**config.mk**
```make
export PLATFORM = sky130hd
export DESIGN_NAME = l_step_barrier_multi
export DESIGN_NICKNAME = d
export VERILOG_FILES = /design/src/rtl/l_step_pkg.sv /design/src/rtl/pe_finish_latch.sv /design/src/rtl/l_step_barrier_multi.sv
export SDC_FILE = /design/constraint.sdc
export NUM_CORES = 1
export LEC_CHECK = 0
export ABC_CLOCK_PERIOD_IN_PS = 6900
export BUFFER_PORTS_ARGS = -buffer_cell sky130_fd_sc_hd__buf_2
export CAP_MARGIN = 20
export CORE_ASPECT_RATIO = 1.75
export CORE_MARGIN = 2
export CORE_UTILIZATION = 40
export CTS_BUF_LIST = sky130_fd_sc_hd__clkbuf_4
export DETAILED_ROUTE_END_ITERATION = 12
export GPL_ROUTABILITY_DRIVEN = 0
export SKIP_LAST_GASP = 1
export SLEW_MARGIN = 20
export SYNTH_ARGS = -nofsm -noshare
export SYNTH_HDL_FRONTEND = slang
export SYNTH_HIERARCHICAL = 1
export SYNTH_SLANG_ARGS = --single-unit
```
**constraint.sdc**
```tcl
create_clock -name clk -period 6.9 [get_ports clk]
set_clock_uncertainty 0.2 [all_clocks]
set_input_delay 1.38 -clock clk [delete_from_list [all_inputs] [get_ports clk]]
set_output_delay 1.38 -clock clk [all_outputs]
set_load 0.05 [all_outputs]
```
**src/rtl/l_step_pkg.sv**
```systemverilog
// Shared types and default sizing for the diffusion-step barrier.
package l_step_pkg;

    localparam int DEF_DATA_WIDTH  = 32;
    localparam int DEF_N_PE        = 8;
    localparam int DEF_DEFAULT_MAX = 7;

    typedef enum logic [1:0] {
        ST_IDLE    = 2'd0,
        ST_RUN     = 2'd1,
        ST_ADVANCE = 2'd2,
        ST_DONE    = 2'd3
    } state_e;

endpackage

```
**src/rtl/pe_finish_latch.sv**
```systemverilog
// Sticky per-PE finished latch with enable mask, synchronous clear and
// barrier reduction. Disabled PEs count as already finished.
module pe_finish_latch
    import l_step_pkg::*;
#(
    parameter int N_PE = DEF_N_PE
) (
    input  logic            clk,
    input  logic            rst,
    input  logic            clr,
    input  logic            en,
    input  logic [N_PE-1:0] mask,
    input  logic [N_PE-1:0] finished,
    output logic [N_PE-1:0] fin_seen,
    output logic            barrier
);

    logic [N_PE-1:0] seen_q;
    logic [N_PE-1:0] seen_d;
    logic [N_PE-1:0] hit;

    assign hit = finished & mask;

    // Per-PE sticky bit: clear wins over a new finished sample.
    for (genvar i = 0; i < N_PE; i++) begin : g_lane
        always_comb begin
            seen_d[i] = seen_q[i];
            if (clr)
                seen_d[i] = 1'b0;
            else if (en)
                seen_d[i] = seen_q[i] | hit[i];
        end
    end

    // Sticky bit register.
    always_ff @(posedge clk) begin
        if (!rst)
            seen_q <= '0;
        else
            seen_q <= seen_d;
    end

    // The finished flag arriving this cycle already counts toward the barrier.
    assign barrier  = &(seen_q | hit | ~mask);
    assign fin_seen = seen_q;

endmodule

```
**src/rtl/l_step_barrier_multi.sv**
```systemverilog
// Multi-PE diffusion step barrier: waits for every enabled PE to finish,
// advances l_step, strobes step_pulse, and stops at the captured limit.
// Optional macro L_STEP_CYCLE_COUNT_EN adds the step_cycles output, the
// number of RUN cycles the most recent step took.
module l_step_barrier_multi
    import l_step_pkg::*;
#(
    parameter int DATA_WIDTH  = DEF_DATA_WIDTH,
    parameter int N_PE        = DEF_N_PE,
    parameter int DEFAULT_MAX = DEF_DEFAULT_MAX
) (
    input  logic                  clk,
    input  logic                  rst,
    input  logic                  start,
    input  logic [DATA_WIDTH-1:0] max_steps_cfg,
    input  logic                  def_on_zero,
    input  logic [N_PE-1:0]       pe_mask,
    input  logic [N_PE-1:0]       finished,
    output logic [DATA_WIDTH-1:0] l_step,
    output logic                  step_pulse,
    output logic                  busy,
    output logic                  done,
    output logic [N_PE-1:0]       fin_seen
`ifdef L_STEP_CYCLE_COUNT_EN
    ,
    output logic [DATA_WIDTH-1:0] step_cycles
`endif
);

    state_e                state_q, state_d;
    logic [DATA_WIDTH-1:0] l_step_q, l_step_d;
    logic [DATA_WIDTH-1:0] max_q, max_d;
    logic [N_PE-1:0]       mask_q, mask_d;
    logic                  step_pulse_q, step_pulse_d;
    logic                  busy_q, busy_d;
    logic                  done_q, done_d;

    logic [DATA_WIDTH-1:0] cap_max;
    logic [DATA_WIDTH-1:0] l_step_inc;
    logic                  lat_clr;
    logic                  lat_en;
    logic                  barrier;

    assign l_step_inc = l_step_q + 1'b1;

    pe_finish_latch #(
        .N_PE (N_PE)
    ) u_latch (
        .clk      (clk),
        .rst      (rst),
        .clr      (lat_clr),
        .en       (lat_en),
        .mask     (mask_q),
        .finished (finished),
        .fin_seen (fin_seen),
        .barrier  (barrier)
    );

    // Next-state, capture and advance decisions.
    always_comb begin
        state_d      = state_q;
        l_step_d     = l_step_q;
        max_d        = max_q;
        mask_d       = mask_q;
        step_pulse_d = 1'b0;
        lat_clr      = 1'b0;
        lat_en       = 1'b0;
        cap_max      = max_steps_cfg;
        if (max_steps_cfg == '0 && def_on_zero)
            cap_max = DATA_WIDTH'(DEFAULT_MAX);
        case (state_q)
            ST_IDLE, ST_DONE: begin
                if (start) begin
                    max_d    = cap_max;
                    mask_d   = pe_mask;
                    l_step_d = '0;
                    lat_clr  = 1'b1;
                    state_d  = (cap_max == '0) ? ST_DONE : ST_RUN;
                end
            end
            ST_RUN: begin
                lat_en = 1'b1;
                if (barrier) begin
                    l_step_d     = l_step_inc;
                    step_pulse_d = 1'b1;
                    lat_clr      = 1'b1;
                    state_d      = (l_step_inc == max_q) ? ST_DONE : ST_ADVANCE;
                end
            end
            // One dead cycle so PEs can drop finished after step_pulse.
            ST_ADVANCE: state_d = ST_RUN;
            default:    state_d = ST_IDLE;
        endcase
        busy_d = (state_d == ST_RUN) || (state_d == ST_ADVANCE);
        done_d = (state_d == ST_DONE);
    end

    // FSM state and registered outputs.
    always_ff @(posedge clk) begin
        if (!rst) begin
            state_q      <= ST_IDLE;
            l_step_q     <= '0;
            max_q        <= '0;
            mask_q       <= '0;
            step_pulse_q <= 1'b0;
            busy_q       <= 1'b0;
            done_q       <= 1'b0;
        end else begin
            state_q      <= state_d;
            l_step_q     <= l_step_d;
            max_q        <= max_d;
            mask_q       <= mask_d;
            step_pulse_q <= step_pulse_d;
            busy_q       <= busy_d;
            done_q       <= done_d;
        end
    end

    assign l_step     = l_step_q;
    assign step_pulse = step_pulse_q;
    assign busy       = busy_q;
    assign done       = done_q;

`ifdef L_STEP_CYCLE_COUNT_EN
    logic [DATA_WIDTH-1:0] cyc_cnt_q, cyc_cnt_d;
    logic [DATA_WIDTH-1:0] step_cycles_q, step_cycles_d;
    logic [DATA_WIDTH-1:0] cyc_next;

    // Saturating per-step RUN cycle count; the barrier cycle itself is included.
    always_comb begin
        cyc_next      = (&cyc_cnt_q) ? cyc_cnt_q : cyc_cnt_q + 1'b1;
        cyc_cnt_d     = cyc_cnt_q;
        step_cycles_d = step_cycles_q;
        if (state_d == ST_RUN && state_q != ST_RUN)
            cyc_cnt_d = '0;
        else if (state_q == ST_RUN) begin
            cyc_cnt_d = cyc_next;
            if (barrier)
                step_cycles_d = cyc_next;
        end
    end

    // Cycle counter and latched result.
    always_ff @(posedge clk) begin
        if (!rst) begin
            cyc_cnt_q     <= '0;
            step_cycles_q <= '0;
        end else begin
            cyc_cnt_q     <= cyc_cnt_d;
            step_cycles_q <= step_cycles_d;
        end
    end

    assign step_cycles = step_cycles_q;
`else
    // No cycle counter in this build.
`endif

endmodule

```
Word level (Yosys, flattened, before mapping):

Cells that the tools add are included.

* input bits: 52
* logic and storage cells: 56
* flip-flop bits (word level): 85

* mux-type cells: 13
* reduce and logical (&&, ||, !) cells: 12
* bitwise operators: 13
* add/sub/neg operators: 1
* equality and inequality tests: 9

Operators by type and width (count)
* 32-bit 2-to-1 mux: 3
* 32-bit zero test: 2
* 32-bit one-hot mux with 2 select lines: 1
* 32-bit by 1-bit adder with 32-bit output (second input constant): 1
* 32-bit equality test: 1
* 8-bit OR: 2
* 8-bit AND: 1
* 2-bit equality test (second input constant): 4
* 8-bit inverter: 1
* 1-bit OR: 8
* 8-bit AND reduction: 1
* 2-bit 2-to-1 mux: 3
* 2-bit one-hot mux with 3 select lines: 1
* 2-bit by 1-bit equality test with 1-bit output (second input constant): 2
* 1-bit 2-to-1 mux: 4
* 2-bit != test (second input constant): 2
* 2-bit AND reduction: 2
* 2-bit OR reduction: 2
* 3-bit AND reduction: 1
* 2-bit zero test: 1
* 1-bit one-hot mux with 2 select lines: 1
* 2-bit nonzero test: 1
* 1-bit logical AND: 1
* 1-bit logical OR: 1
* 1-bit inverter: 1

Longest topological paths before layout:

* word-level depth: 9
* mapped depth: 13
* gate-level depth less buffers: 13

Cells and area by module:

Netlist, hierarchy kept.

By module, submodules not included
* l_step_barrier_multi: cells each 580, area an instance 4460.5 sq um, times used 1
* pe_finish_latch: cells each 40, area an instance 331.6 sq um, times used 1

Worst setup path before layout:

No wires, ideal clock.

* path kind: input port to flip-flop
* from: input port finished[0]
* to: register busy_q (netlist: busy)
* data arrival time: 4.151 ns
* setup slack: 2.434 ns
* stages: 12
* buffers on the path: 0
* required time: 6.585 ns
* path through: nor2_1 a22o_1 a2111oi_2 nand2_1 a2111oi_0 nand3_1 nor4b_4 nand4_1 or4_4 o31ai_1 ha_1 and2_1

* cells in the longest elaborated chain, start to end: 8
* elaborated cells between the ends (all ways): 9

Ends and longest elaborated chain
* start, declared: RTL line l_step_barrier_multi.sv:18 `input logic [N_PE-1:0] finished,`
* 8-bit AND (*): RTL line pe_finish_latch.sv:22 `assign hit = finished & mask;`
* 8-bit OR (*) (2 in a row): RTL line pe_finish_latch.sv:44 `assign barrier = &(seen_q | hit | ~mask);`
* 8-bit AND reduction (*): RTL line pe_finish_latch.sv:44
* via barrier: RTL line l_step_barrier_multi.sv:42 `logic barrier;`
* 2-bit 2-to-1 mux (*): RTL line l_step_barrier_multi.sv:83 `if (barrier) begin`
* 2-bit one-hot mux with 3 select lines (*): RTL line l_step_barrier_multi.sv:71 `case (state_q)`
* via state_d[0]: RTL line l_step_barrier_multi.sv:30 `state_e state_q, state_d;`
* 2-bit by 1-bit equality test with 1-bit output / 2-bit equality test (equally long branches): RTL line l_step_barrier_multi.sv:94 `busy_d = (state_d == ST_RUN) || (state_d == ST_ADVANCE);`
* 1-bit logical OR (*): RTL line l_step_barrier_multi.sv:94
* via busy_d: RTL line l_step_barrier_multi.sv:35 `logic busy_q, busy_d;`
* end signal, assigned: RTL line l_step_barrier_multi.sv:114 `busy_q <= busy_d;`
* end, declared: RTL line l_step_barrier_multi.sv:35

The timed path passes the listed nets; every way through them passes the cells marked *.
A chain may end at the register's enable or synchronous reset.

Worst setup path in the final report:

* from: input port finished[5]
* to: register busy_q (netlist: busy)

The elaborated chain is that of the path after synthesis.

==> flow_summary_export.csv <==
group,metric,value,unit
place,port_buffers,94,
synthesis,seq_area_frac_synth,0.3551,
clocking,post_cts_resized,0,
drt,drtIter0Drc,316,
final_layout,fin_nets,745,
final_layout,regArea,0.001702,sq mm
floorplanning,die_area,0.01291,sq mm
clocking,tritoncts,"done",
clocking,numCtsBuffers,9,
global_route,grt_pass1_wl,24230,microns
drt,routed_wl,15740,microns
synthesis,synthArstFlopShare,0,
critical_path,endpoint_kind,"flip-flop",
global_route,grt_most_used_layer,"met2",
timing,hold_viol_final,0,
floorplanning,start_util,0.4115,
power_and_ir_drop,p_leak,2.121,nW
drt,ant_nets,0,
clocking,path_clk_slew,0.14,ns
synthesis,synth.avg_cell_area,7.729,sq um
synthesis,yosysTopAreaCell,"dfxtp_1",
global_route,use_met2,0.4696,
synthesis,synth_top_cell_area_share,0.3551,
global_route,use_met1,0.2494,
synthesis,ys_seq_elements,85,
timing,fmax,228.8,MHz
clocking,insertion_delay,0.46,ns
place,placed_cell_area,0.005293,sq mm
global_route,antenna_found_initial,1,
global_route,grt_max_degree,72,
critical_path,crit_fanout,5,
floorplanning,core_area,0.01165,sq mm
timing,min_period,4.371,ns
timing,rsz0062_at_grt,"false",
power_and_ir_drop,ir_drop,0.09913,mV
global_route,grt_pass1_vias,4635,
timing,finalSetupTns,0,ns
synthesis,synthCells,620,
clocking,cts_sinks,85,
synthesis,syn_nets,676,
timing,period_share,0.6335,
drt,avgViaCountPerCell,5.959,
global_route,grt_usage,0.2440,
timing,tightest_slew,0.9715,ns
power_and_ir_drop,powerDensity,247.9,mW/mm^2
final_layout,fill_cells,1184,
synthesis,synth.area.top_cells,"dfxtp_1 (36%), nor2_1 (6.5%), nand2_1 (5.5%)",
timing,relSlewSlack,0.3523,
final_layout,syn_to_final_growth,12.77,%
floorplanning,die_width,86.74,microns
clocking,hold_buffers,0,
global_route,grtUsageMet3,0.04427,
clocking,post_cts_buffers,0,
drt,vias,4940,
clocking,ctsRootBufferMaster,"clkbuf_4",
timing,slew_viol_final,0,
critical_path,cp-start-kind,"input port",
critical_path,worstPathRequired,7.08,ns
final_layout,layout-drive-gt1-share,0.1962,
timing,setup_violations,0,
synthesis,yosys_warnings,6,
status,status,"completed",
global_route,grt.overflow.total,0,
synthesis,yosysUniqueCellTypes,69,
synthesis,synth_edf_count,0,
critical_path,worstSetupPathType,"in -> reg",
floorplanning,io_pins,95,
clocking,clk_path_buf_depth,2,
drt,firstDrtPassIters,5,
floorplanning,die_y,148.8,microns
drt,drc,0,
min_path,hold_class,"reg -> reg",
drt,route.detailed.wl_per_inst,18.99,microns
flow_run,maxCapViolCount,0,
critical_path,arrival,4.55,ns
synthesis,syn_area,0.004792,sq mm
clocking,htreeDepth,3,
final_layout,fin_area,0.005404,sq mm
synthesis,synth_ff_type,"dfxtp_1",
floorplanning,num_rows,52,
place,hpwlAfterDp,11640,microns
final_layout,multiInputGateArea,0.002873,sq mm
cell type report:
class                   count  area share
diodes                      1   0.0004631
clock inverters             6    0.007641
flip-flops and latches     85      0.3149
clock buffers               9     0.01250
inverters                  11    0.007641
repair buffers             99     0.09400
well taps                 135     0.03126
multi-input cells         483      0.5316
kinds of logic (layout without fill, tap and decap cells):
kind of cell | after synthesis | in the layout | share of synthesized area
simple gates | 285 | 285 | 0.3047
compound gates | 156 | 156 | 0.2125
flops | 85 | 85 | 0.3551
buf+inv | 52 | 125 | 0.04674
xor+xnor | 35 | 35 | 0.06397
fa+ha+maj | 4 | 4 | 0.01044
mux | 3 | 3 | 0.006527
other cells | 0 | 1 | 0
synth_stat cells (all sizes together), types with 6 or more instances:
cell and n:
xor2 15, and2 7, nor2 83, inv 11, nor4 13, nand3 20
or4 6, dfxtp 85, a21oi 44, nand2 72, nand4 15, clkbuf 28
a31oi 19, and4 11, o21ai 29, nor2b 7, nor3 20, a311oi 7
buf 13, xnor2 20, a22oi 31
where the power goes:
part	switching [W]	internal, W	leakage (nW)	total (W)
registers	0.0000454	0.000540	0.692	0.000585
clock network	0.000181	0.0000710	0.0538	0.000252
logic	0.000336	0.000167	1.38	0.000503
cell usage in the layout (no fill, tap or decap), types with 5 or more instances in the layout:
cell and count:
a21oi_1 43, nor2b_1 7, buf_4 5, a311oi_1 7, buf_2 94, nor4_1 13
o21ai_0 27, or4_1 5, dfxtp_1 85, nand4_1 14, and4_1 10, xor2_1 15
inv_1 10, or3_1 5, nand3_1 19, clkbuf_4 9, nor3b_1 5, a22oi_1 31
nand2_1 70, nor3_1 20, xnor2_1 20, a31oi_1 19, nor2_1 82, and2_1 6
per-stage QoR:
stage	worst slack, ns	util	instances	total power, W	hold WS [ns]
3_5_place_dp	2.000	0.4544	813	0.001095	0.2582
2_1_floorplan	2.434	-	620	0.0009450	0.2445
3_3_place_gp	2.120	0.4544	813	0.001082	0.2552
4_1_cts	2.522	0.4638	828	0.001349	0.2763
5_1_grt	2.255	0.4640	829	0.001428	0.3073
6_report	2.529	0.4640	829	0.001340	0.2786
state kept, by name (all words and copies together) (netlist names):
name              count
done                  1
state_q               2
mask_q                8
max_q                32
step_pulse            1
busy                  1
u_latch/fin_seen      8
l_step               32
critical path: stages:
cell and delay (ns):
buf_2 0.09, nor2_1 0.04, a22oi_1 0.17, nand2_1 0.11, a2111oi_2 0.41, nand2_1 0.21, a2111oi_0 0.40, nand3_1 0.19
nor4b_4 0.23, nand4_1 0.11, or4_4 0.50, o31ai_1 0.29, ha_1 0.27, and2_1 0.15
routing by layer:
layer | wire (microns) | share of wire
met5 | 0 | 0
met4 | 649 | 0.041
met3 | 628 | 0.040
met1 | 5760 | 0.37
met2 | 8705 | 0.55
final timing paths:
kind	startpoint	to	slack, ns	cells after the start
worst max register to register	l_step[3]	busy	3.07	9
worst min-delay path	mask_q[2]	mask_q[2]	0.28	2
worst max-delay path	finished[5]	busy	2.53	14
worst min register to register	mask_q[2]	mask_q[2]	0.28	2
No activity file was read; power rests on OpenSTA's default activity.
